## config.mk

```make
export PLATFORM = sky130hd
export DESIGN_NAME = matrix_dsp_sequencer
export DESIGN_NICKNAME = d
export VERILOG_FILES = /design/src/rtl/matrix_dsp_pkg.sv /design/src/rtl/matrix_dsp_operand_mux.sv /design/src/rtl/matrix_dsp_sequencer.sv
export SDC_FILE = /design/constraint.sdc
export NUM_CORES = 1
export LEC_CHECK = 0
export BUFFER_PORTS_ARGS = -buffer_cell sky130_fd_sc_hd__buf_4
export CAP_MARGIN = 20
export CORE_AREA = 2 2 181 183
export DETAILED_ROUTE_END_ITERATION = 16
export DIE_AREA = 0 0 183 185
export GPL_TIMING_DRIVEN = 0
export PLACE_DENSITY = 0.74
export SYNTH_ARGS = -nofsm -noshare
export SYNTH_HDL_FRONTEND = slang
export SYNTH_SLANG_ARGS = --single-unit
export TNS_END_PERCENT = 50
```

## constraint.sdc

```tcl
create_clock -name clk -period 9.7 [get_ports clk]
set_input_delay 1.94 -clock clk [delete_from_list [all_inputs] [get_ports clk]]
set_output_delay 1.94 -clock clk [all_outputs]
set_load 0.01 [all_outputs]
```

## src/rtl/matrix_dsp_pkg.sv

```systemverilog
// Shared encodings for the self-sequencing matrix DSP unit: opcodes, instruction
// field positions, operand-B source encodings and sequencer states.
package matrix_dsp_pkg;

  localparam int INSTR_W  = 18;
  localparam int OP_LO    = 15;
  localparam int BSEL_LO  = 13;
  localparam int BADDR_LO = 9;
  localparam int ASEL_BIT = 8;
  localparam int AADDR_LO = 4;
  localparam int DST_LO   = 0;

  localparam logic [2:0] OP_END = 3'd7;

  typedef enum logic [1:0] {
    BSEL_VEC     = 2'd0,
    BSEL_MAT     = 2'd1,
    BSEL_ACC     = 2'd2,
    BSEL_ILLEGAL = 2'd3
  } bsel_e;

  typedef enum logic [2:0] {
    S_IDLE,
    S_FETCH,
    S_ISSUE,
    S_WAIT,
    S_DONE
  } state_e;

  typedef struct packed {
    logic [2:0] op;
    bsel_e      bSel;
    logic [3:0] bAddr;
    logic       aSel;
    logic [3:0] aAddr;
    logic [3:0] dst;
  } instr_t;

  function automatic instr_t decodeInstr(input logic [INSTR_W-1:0] w);
    instr_t d;
    d.op    = w[OP_LO +: 3];
    d.bSel  = bsel_e'(w[BSEL_LO +: 2]);
    d.bAddr = w[BADDR_LO +: 4];
    d.aSel  = w[ASEL_BIT];
    d.aAddr = w[AADDR_LO +: 4];
    d.dst   = w[DST_LO +: 4];
    return d;
  endfunction

endpackage

```

## src/rtl/matrix_dsp_operand_mux.sv

```systemverilog
// Combinational operand selector: vector lane, matrix lane or accumulator, with the
// in-flight FPU result substituted for any accumulator read that hits its destination.
module matrix_dsp_operand_mux
  import matrix_dsp_pkg::*;
#(
  parameter int ACC_DEPTH = 4
) (
  input  logic                         aSel,
  input  logic [3:0]                   aAddr,
  input  bsel_e                        bSel,
  input  logic [3:0]                   bAddr,
  input  logic [127:0]                 vector,
  input  logic [127:0]                 matrix,
  input  logic [31:0]                  acc [ACC_DEPTH],
  input  logic                         bypassEn,
  input  logic [$clog2(ACC_DEPTH)-1:0] bypassIdx,
  input  logic [31:0]                  bypassData,
  output logic [31:0]                  opA,
  output logic [31:0]                  opB
);

  localparam int AW = $clog2(ACC_DEPTH);

  logic [AW-1:0] aIdx, bIdx;
  logic [31:0]   aAcc, bAcc;
  logic          unusedAddrHi;

  // Lane 0 sits in the most significant word.
  function automatic logic [31:0] laneOf(input logic [127:0] row, input logic [1:0] idx);
    logic [31:0] r;
    case (idx)
      2'd0:    r = row[127:96];
      2'd1:    r = row[95:64];
      2'd2:    r = row[63:32];
      default: r = row[31:0];
    endcase
    return r;
  endfunction

  assign aIdx = aAddr[AW-1:0];
  assign bIdx = bAddr[AW-1:0];
  assign aAcc = (bypassEn && aIdx == bypassIdx) ? bypassData : acc[aIdx];
  assign bAcc = (bypassEn && bIdx == bypassIdx) ? bypassData : acc[bIdx];
  assign unusedAddrHi = ^{aAddr, bAddr};

  always_comb begin
    opA = aSel ? aAcc : laneOf(vector, aAddr[1:0]);
    opB = '0;
    case (bSel)
      BSEL_VEC: opB = laneOf(vector, bAddr[1:0]);
      BSEL_MAT: opB = laneOf(matrix, bAddr[1:0]);
      BSEL_ACC: opB = bAcc;
      default:  opB = '0;
    endcase
  end

endmodule

```

## src/rtl/matrix_dsp_sequencer.sv

```systemverilog
// Self-sequencing matrix DSP unit: fetches microcode, issues FPU operations and
// retires results into an accumulator file, issuing the next op in the result cycle.
module matrix_dsp_sequencer
  import matrix_dsp_pkg::*;
#(
  parameter int ACC_DEPTH = 4,
  parameter int PC_WIDTH  = 8
) (
  input  logic                         clk,
  input  logic                         reset,
  input  logic                         start,
  input  logic [PC_WIDTH-1:0]          start_pc,
  input  logic                         abort,
  output logic                         busy,
  output logic                         done,
  output logic                         err,
  output logic [PC_WIDTH-1:0]          instr_addr,
  output logic                         instr_en,
  input  logic [INSTR_W-1:0]           instr_data,
  input  logic [127:0]                 vector,
  input  logic [127:0]                 matrix,
  output logic [1:0]                   matrix_sel,
  output logic                         fpu_start,
  output logic [2:0]                   fpu_op,
  output logic [31:0]                  fpu_a,
  output logic [31:0]                  fpu_b,
  input  logic                         fpu_done,
  input  logic [31:0]                  fpu_result,
  input  logic [$clog2(ACC_DEPTH)-1:0] acc_rd_addr,
  output logic [31:0]                  acc_rd_data,
  output logic [31:0]                  result
);

  localparam int AW = $clog2(ACC_DEPTH);

  state_e              state;
  logic [PC_WIDTH-1:0] pc, pcInc;
  logic [AW-1:0]       dstQ;
  logic                errQ;
  logic [31:0]         acc [ACC_DEPTH];
  logic [2:0]          opHold;
  logic [31:0]         aHold, bHold;
  instr_t              instr;
  logic                illegal, stop, resultValid, issue;
  logic [31:0]         opA, opB;
  logic                unusedDstHi;

  assign instr       = decodeInstr(instr_data);
  assign illegal     = (instr.bSel == BSEL_ILLEGAL);
  assign stop        = illegal || (instr.op == OP_END);
  assign resultValid = (state == S_WAIT) && fpu_done;
  // Issue is decided in the cycle the word (or the previous result) arrives, so it is not registered.
  assign issue       = !abort && !stop && ((state == S_ISSUE) || resultValid);
  assign pcInc       = pc + PC_WIDTH'(1);
  assign unusedDstHi = ^instr.dst;

  matrix_dsp_operand_mux #(.ACC_DEPTH(ACC_DEPTH)) uMux (
    .aSel       (instr.aSel),
    .aAddr      (instr.aAddr),
    .bSel       (instr.bSel),
    .bAddr      (instr.bAddr),
    .vector     (vector),
    .matrix     (matrix),
    .acc        (acc),
    .bypassEn   (resultValid),
    .bypassIdx  (dstQ),
    .bypassData (fpu_result),
    .opA        (opA),
    .opB        (opB)
  );

  assign busy        = (state != S_IDLE);
  assign done        = (state == S_DONE);
  assign err         = errQ;
  assign instr_en    = (state == S_FETCH) || issue;
  assign instr_addr  = (state == S_ISSUE || state == S_WAIT) ? pcInc : pc;
  assign matrix_sel  = instr.bAddr[3:2];
  assign fpu_start   = issue;
  assign fpu_op      = issue ? instr.op : opHold;
  assign fpu_a       = issue ? opA : aHold;
  assign fpu_b       = issue ? opB : bHold;
  assign acc_rd_data = acc[acc_rd_addr];
  assign result      = acc[0];

  // Operands stay stable on the FPU bus between issues.
  always_ff @(posedge clk or posedge reset) begin
    if (reset) begin
      opHold <= '0;
      aHold  <= '0;
      bHold  <= '0;
    end else if (issue) begin
      opHold <= instr.op;
      aHold  <= opA;
      bHold  <= opB;
    end
  end

  always_ff @(posedge clk or posedge reset) begin
    if (reset) begin
      state <= S_IDLE;
      pc    <= '0;
      dstQ  <= '0;
      errQ  <= 1'b0;
      for (int i = 0; i < ACC_DEPTH; i++) acc[i] <= '0;
    end else if (abort) begin
      state <= S_IDLE;
    end else begin
      case (state)
        S_IDLE: begin
          if (start) begin
            pc    <= start_pc;
            errQ  <= 1'b0;
            state <= S_FETCH;
          end
        end
        S_FETCH: state <= S_ISSUE;
        S_ISSUE: begin
          if (stop) begin
            errQ  <= errQ | illegal;
            state <= S_DONE;
          end else begin
            dstQ  <= instr.dst[AW-1:0];
            pc    <= pcInc;
            state <= S_WAIT;
          end
        end
        S_WAIT: begin
          if (fpu_done) begin
            acc[dstQ] <= fpu_result;
            if (stop) begin
              errQ  <= errQ | illegal;
              state <= S_DONE;
            end else begin
              dstQ <= instr.dst[AW-1:0];
              pc   <= pcInc;
            end
          end
        end
        S_DONE:  state <= S_IDLE;
        default: state <= S_IDLE;
      endcase
    end
  end

endmodule

```

# After elaboration in Yosys (flattened, before gate mapping)

Index checks and enable logic that the tools add are counted.

Bitwise operators: 6
Reductions and logical operators: 23
Order comparisons: 5
Eq/ne operators: 19
Muxes and demuxes: 40
$add $sub $neg: 1

Operators with widths:

| kind                | number |
|---|---|
| $mux 32             | 12 |
| $pmux 32 s3         | 4 |
| $bmux 32 s2         | 3 |
| $bwmux 128          | 1 |
| $demux 32 s2        | 1 |
| $mux 8              | 4 |
| $pmux 8 s3          | 1 |
| $mux 3              | 6 |
| $ge 3x3->1 const B  | 4 |
| $not 2->3           | 4 |
| $pmux 3 s4          | 1 |
| $ne 3x3->1 const B  | 3 |
| $reduce_and 3->1    | 3 |
| $add 8x1->8 const B | 1 |
| $eq 2x2->1 const B  | 4 |
| $eq 2x1->1 const B  | 3 |
| $eq 3x2->1 const B  | 2 |
| $eq 3x3->1 const B  | 2 |
| $logic_and 1x1->1   | 6 |
| $logic_not 2->1     | 3 |
| $reduce_bool 3->1   | 2 |
| $eq 2x2->1          | 2 |
| $logic_or 1x1->1    | 4 |
| $mux 2              | 2 |
| 12 further kinds    | 16 |

Output and inout bits: 146
Register bits: 209
Word-level logic and storage cells: 105
Input port bits: 321

# Longest topological paths before layout

Depth in word-level cells: 7
Gate-level depth with buffers: 8
Mapped depth without buffers: 5

# Cells and area by module

A second synthesis with hierarchy kept.

Cells, all modules: 1114
Area total of the unflattened synthesis: 15089.5 µm²

By module, submodules not included:

| module                 | times used | sequential area each (µm²) | cells an instance | area each (µm²) |
|---|---|---|---|---|
| matrix_dsp_sequencer   | 1          | 5230.0                     | 601               | 9277.6 |
| matrix_dsp_operand_mux | 1          | 0.0                        | 513               | 5811.8 |

# Worst setup path before layout

OpenSTA, ideal clock, no wires.

Kind: in2out
Start: in instr_data[14]
End: out fpu_a[11]
Data required time: 7.760 ns
Data arrival time: 3.569 ns
Stages on the path: 8
Slack: 4.191 ns
Buffers on the path: 3
Cell sequence: buf_4 a32o_2 or4_1 buf_6 clkinv_4 nand2_4 buf_2 o211ai_1

Longest elaborated chain between the ends: 6

Ends and longest elaborated chain:

| what                            | RTL line                   | text |
|---|---|---|
| start: declaration              | matrix_dsp_sequencer.sv:19 | `input logic [INSTR_W-1:0] instr_data,` |
| $eq 2x2->1                      | matrix_dsp_sequencer.sv:49 | `assign illegal = (instr.bSel == BSEL_ILLEGAL);` |
| $logic_or 1x1->1                | matrix_dsp_sequencer.sv:50 | `assign stop = illegal \|\| (instr.op == OP_END);` |
| $logic_not 1->1                 | matrix_dsp_sequencer.sv:53 | `assign issue = !abort && !stop && ((state == S_ISSUE) \|\| resultValid);` |
| $logic_and 1x1->1 (2 in series) | matrix_dsp_sequencer.sv:53 |  |
| $mux 32                         | --                         |  |
| end: declaration                | matrix_dsp_sequencer.sv:25 | `output logic [31:0] fpu_a,` |

No other way between the ends.

# Final worst setup path

Start: in instr_data[10]
End: out fpu_b[2]

Longest elaborated chain between the ends: 7
Elaborated cells on any way between the ends: 14
Those cells by class: eq/ne (3); mux (8); bitwise (1); reduce/logical (2)

Ends and longest elaborated chain:

| what                                        | RTL line                     | text |
|---|---|---|
| $not 2->3 (implied by the code)             | matrix_dsp_operand_mux.sv:43 | `assign bAcc = (bypassEn && bIdx == bypassIdx) ? bypassData : acc[bIdx];` |
| $bmux 32 s2                                 | matrix_dsp_operand_mux.sv:43 |  |
| $mux 32 (implied by the code) (2 in series) | matrix_dsp_operand_mux.sv:43 |  |
| $mux 32                                     | matrix_dsp_operand_mux.sv:43 |  |
| $pmux 32 s3 *                               | matrix_dsp_operand_mux.sv:49 | `case (bSel)` |
| $mux 32 *                                   | --                           |  |
| end: declaration                            | matrix_dsp_sequencer.sv:26   | `output logic [31:0] fpu_b,` |

Mark *: on every way between the ends. The rest lies on a longest branch, timed or not. The select of a mux whose other input is x is not followed.

==> summary.md <==
| Metric | Value |
|---|---|
| Status | `finished, final reports clean` |
| Fmax | `0.1456 GHz` |
| # IOs | `467` |
| Synth cell types | `53` |
| Post-CTS Setup Repair Bufs | `0` |
| Slew HR | `0.2730` |
| Post-Syn Area | `14,780 µm²` |
| CP Launch Type | `primary input` |
| Via density | `6.237` |
| Detail Placement HPWL | `43.67 mm` |
| Hold crit path type | `reg -> reg` |
| Worst Hold Path Cells | `2` |
| Worst Setup Path Type | `in -> out` |
| Leak Pwr | `0.009236 µW` |
| Overall routing resource usage | `0.3370` |
| Largest net degree at the start of global routing | `108` |
| Most common cell after layout, fill and taps aside | `buf_4` |
| Crit path capture type | `output pin` |
| Avg Inst Size Synth | `12.59 µm²` |
| Drt wl/cell | `27.67 µm` |
| Clock tree buffer depth | `3` |
| Synth top area cells | `dfrtp_1, mux4_2, mux2i_1, mux2_2, o211ai_2` |
| Slew @ Worst Pin | `1.090 ns` |
| Share of layout cells above drive strength 1 | `0.5312` |
| Clock Sinks | `209` |
| Worst Reg-to-Reg Cells | `5` |
| Clk pin slew, worst setup/hold paths | `0.06 ns` |
| Arrival time worst endpoint | `4.93 ns` |
| Max Cap Violations | `0` |
| Ys flop type | `dfrtp_1` |
| First-pass GRT wire length | `84.51 mm` |
| Yosys top cell area share | `0.3538` |
| Net Count, Synth | `1,496` |
| Power Density | `202.5 nW/µm²` |
| Fin Setup TNS | `0 ns` |
| Starting Density | `0.4614` |
| Remaining antenna violation count after routing | `0` |
| Final worst clock skew | `0.01119 ns` |
| Final setup viols | `0` |
| Final slew viol count | `0` |
| Die footprint | `33,860 µm²` |
| VDD IR max | `0.1657 mV` |
| Post-CTS resize count | `0` |
| Asr flop ratio synth | `1.000` |
| DRC violations left | `0` |
| Synth Register Bits | `209` |
| Cts bufs inserted | `26` |
| Vias in the first global route | `13,620` |
| EDFF count, synth | `0` |
| Seq/Total Area, Yosys | `0.3538` |
| FF+latch area | `5230 µm²` |
| Final net count | `1,983` |
| Root Buffer | `clkbuf_16` |
| Multi-input gate area | `8735 µm²` |
| DR pass1 iterations | `6` |
| Port bufs | `456` |
| Filler cells | `2,560` |
| Worst hold slack | `0.4725 ns` |
| Leading area contributor after synthesis | `dfrtp_1` |
| Crit path time final | `6.867 ns` |
| Most frequent cells in the layout | `buf_4, dfrtp_1, mux2i_1` |
| Final hold vios | `0` |
| Htree depth | `1` |
| Gate count of the mapped netlist | `1,174` |
| Initial antenna violation count | `3` |
| Via Count | `13,040` |
| WL final | `57.83 mm` |
| Grt total ovfl | `0` |
| Synth Warn # | `0` |
| Gpl congestion | `0.9056` |
| Worst Path Max Fanout | `10` |
| Later-pin clock latency in the skew report | `0.54 ns` |
| Syn-to-layout area delta | `33.69%` |
| Unrepaired setup endpoints after global routing | `no` |
| Core area | `32,040 µm²` |
| Die Y | `185 µm` |
| Num rows | `66` |
| CTS tree | `yes` |
| Final period utilization | `0.7080` |
| Required time worst endpoint | `7.76 ns` |
| Cts hold-fix bufs | `0` |
| Chip Width | `183 µm` |
| Drt initial violations | `1,106` |
-- routing by layer --
layer	GRT usage	up-vias	part of all wire
met5	0	-	0.00022
met4	0.1261	2	0.038
met3	0.07845	120	0.094
met2	0.5862	730	0.50
met1	0.4094	6619	0.37
li1	-	5564	-
-- cell usage after synthesis, types with 2 or more instances --
library cell,instances
buf_4,38
o211ai_2,30
nor2_1,9
mux2_1,3
or3_1,2
buf_2,45
nand3_1,35
nor2b_1,4
nand2_1,92
clkbuf_1,43
a31oi_1,2
mux4_2,128
o2bb2ai_1,3
mux2_2,125
mux2i_1,193
a21oi_1,39
buf_1,9
xor2_1,6
o21ai_0,10
nor3_1,3
o211ai_1,34
nor3b_2,2
or2_2,2
dfrtp_1,209
buf_6,9
nand3b_1,33
a222oi_1,32
a2bb2oi_1,3
xnor2_1,5
nor3_2,3
-- cells by family (layout without fill, tap and decap cells) --
logic type	after synthesis	in the layout	synth area share
simple gates	195	195	0.06881
mux	449	449	0.4232
buf+inv	146	653	0.05543
flops	209	209	0.3538
xor+xnor	11	11	0.006516
fa+ha+maj	1	1	0.0008462
compound gates	163	163	0.09149
other cells	0	1	0
-- metrics by stage --
step           utilization  setup WS, ns  cell area (µm²)  total power (µW)  std cells
5_1_grt             0.6169         2.710            19770              4178       2090
3_3_place_gp        0.5842       -0.4841            18720              2852       2038
6_report            0.6169         2.833            19770              4003       2090
3_5_place_dp        0.5858         2.877            18770              2893       2040
2_1_floorplan            -         2.051            14780              2140       1174
4_1_cts             0.6163         2.875            19750              4003       2088
-- registers in the layout (all words and copies together), names as in the netlist --
name	count
acc	96
err	1
bHold	32
aHold	32
pc	8
opHold	3
dstQ	2
state	3
result	32
-- where the power goes --
part / leakage (µW) / internal [µW] / switching (µW)
Combinational: 0.00594 / 835 / 761
Clock: 0.000483 / 705 / 404
Sequential: 0.00281 / 1130 / 167
-- path summary, 6_finish.rpt --
path                           startpoint        end  slack (ns)
max                        instr_data[10]   fpu_b[2]        2.83
min                             bHold[14]  bHold[14]        0.47
max in group asynchronous           reset    acc[86]        7.16
min reg2reg                     bHold[14]  bHold[14]        0.47
max reg2reg                      state[2]   aHold[4]        7.12
min in group asynchronous           reset   aHold[1]        1.53
-- cell type report --
cell class | count | share of cell area
repair buffers | 459 | 0.1761
multi-input cells | 819 | 0.4419
well taps | 408 | 0.02583
diodes | 1 | 0.0001266
flip-flops and latches | 209 | 0.2646
inverters | 2 | 0.001013
clock buffers | 35 | 0.03824
clock inverters | 13 | 0.01133
plain buffers | 144 | 0.04083
-- worst max-delay path, cell delays in order --
cell and delay, ns:
buf_2 0.28, clkbuf_1 0.76, clkbuf_1 0.77, mux2i_1 0.22
a222oi_1 0.48, nand3_1 0.17, o211ai_2 0.13, buf_4 0.17
(Power assumes the default switching activity.)
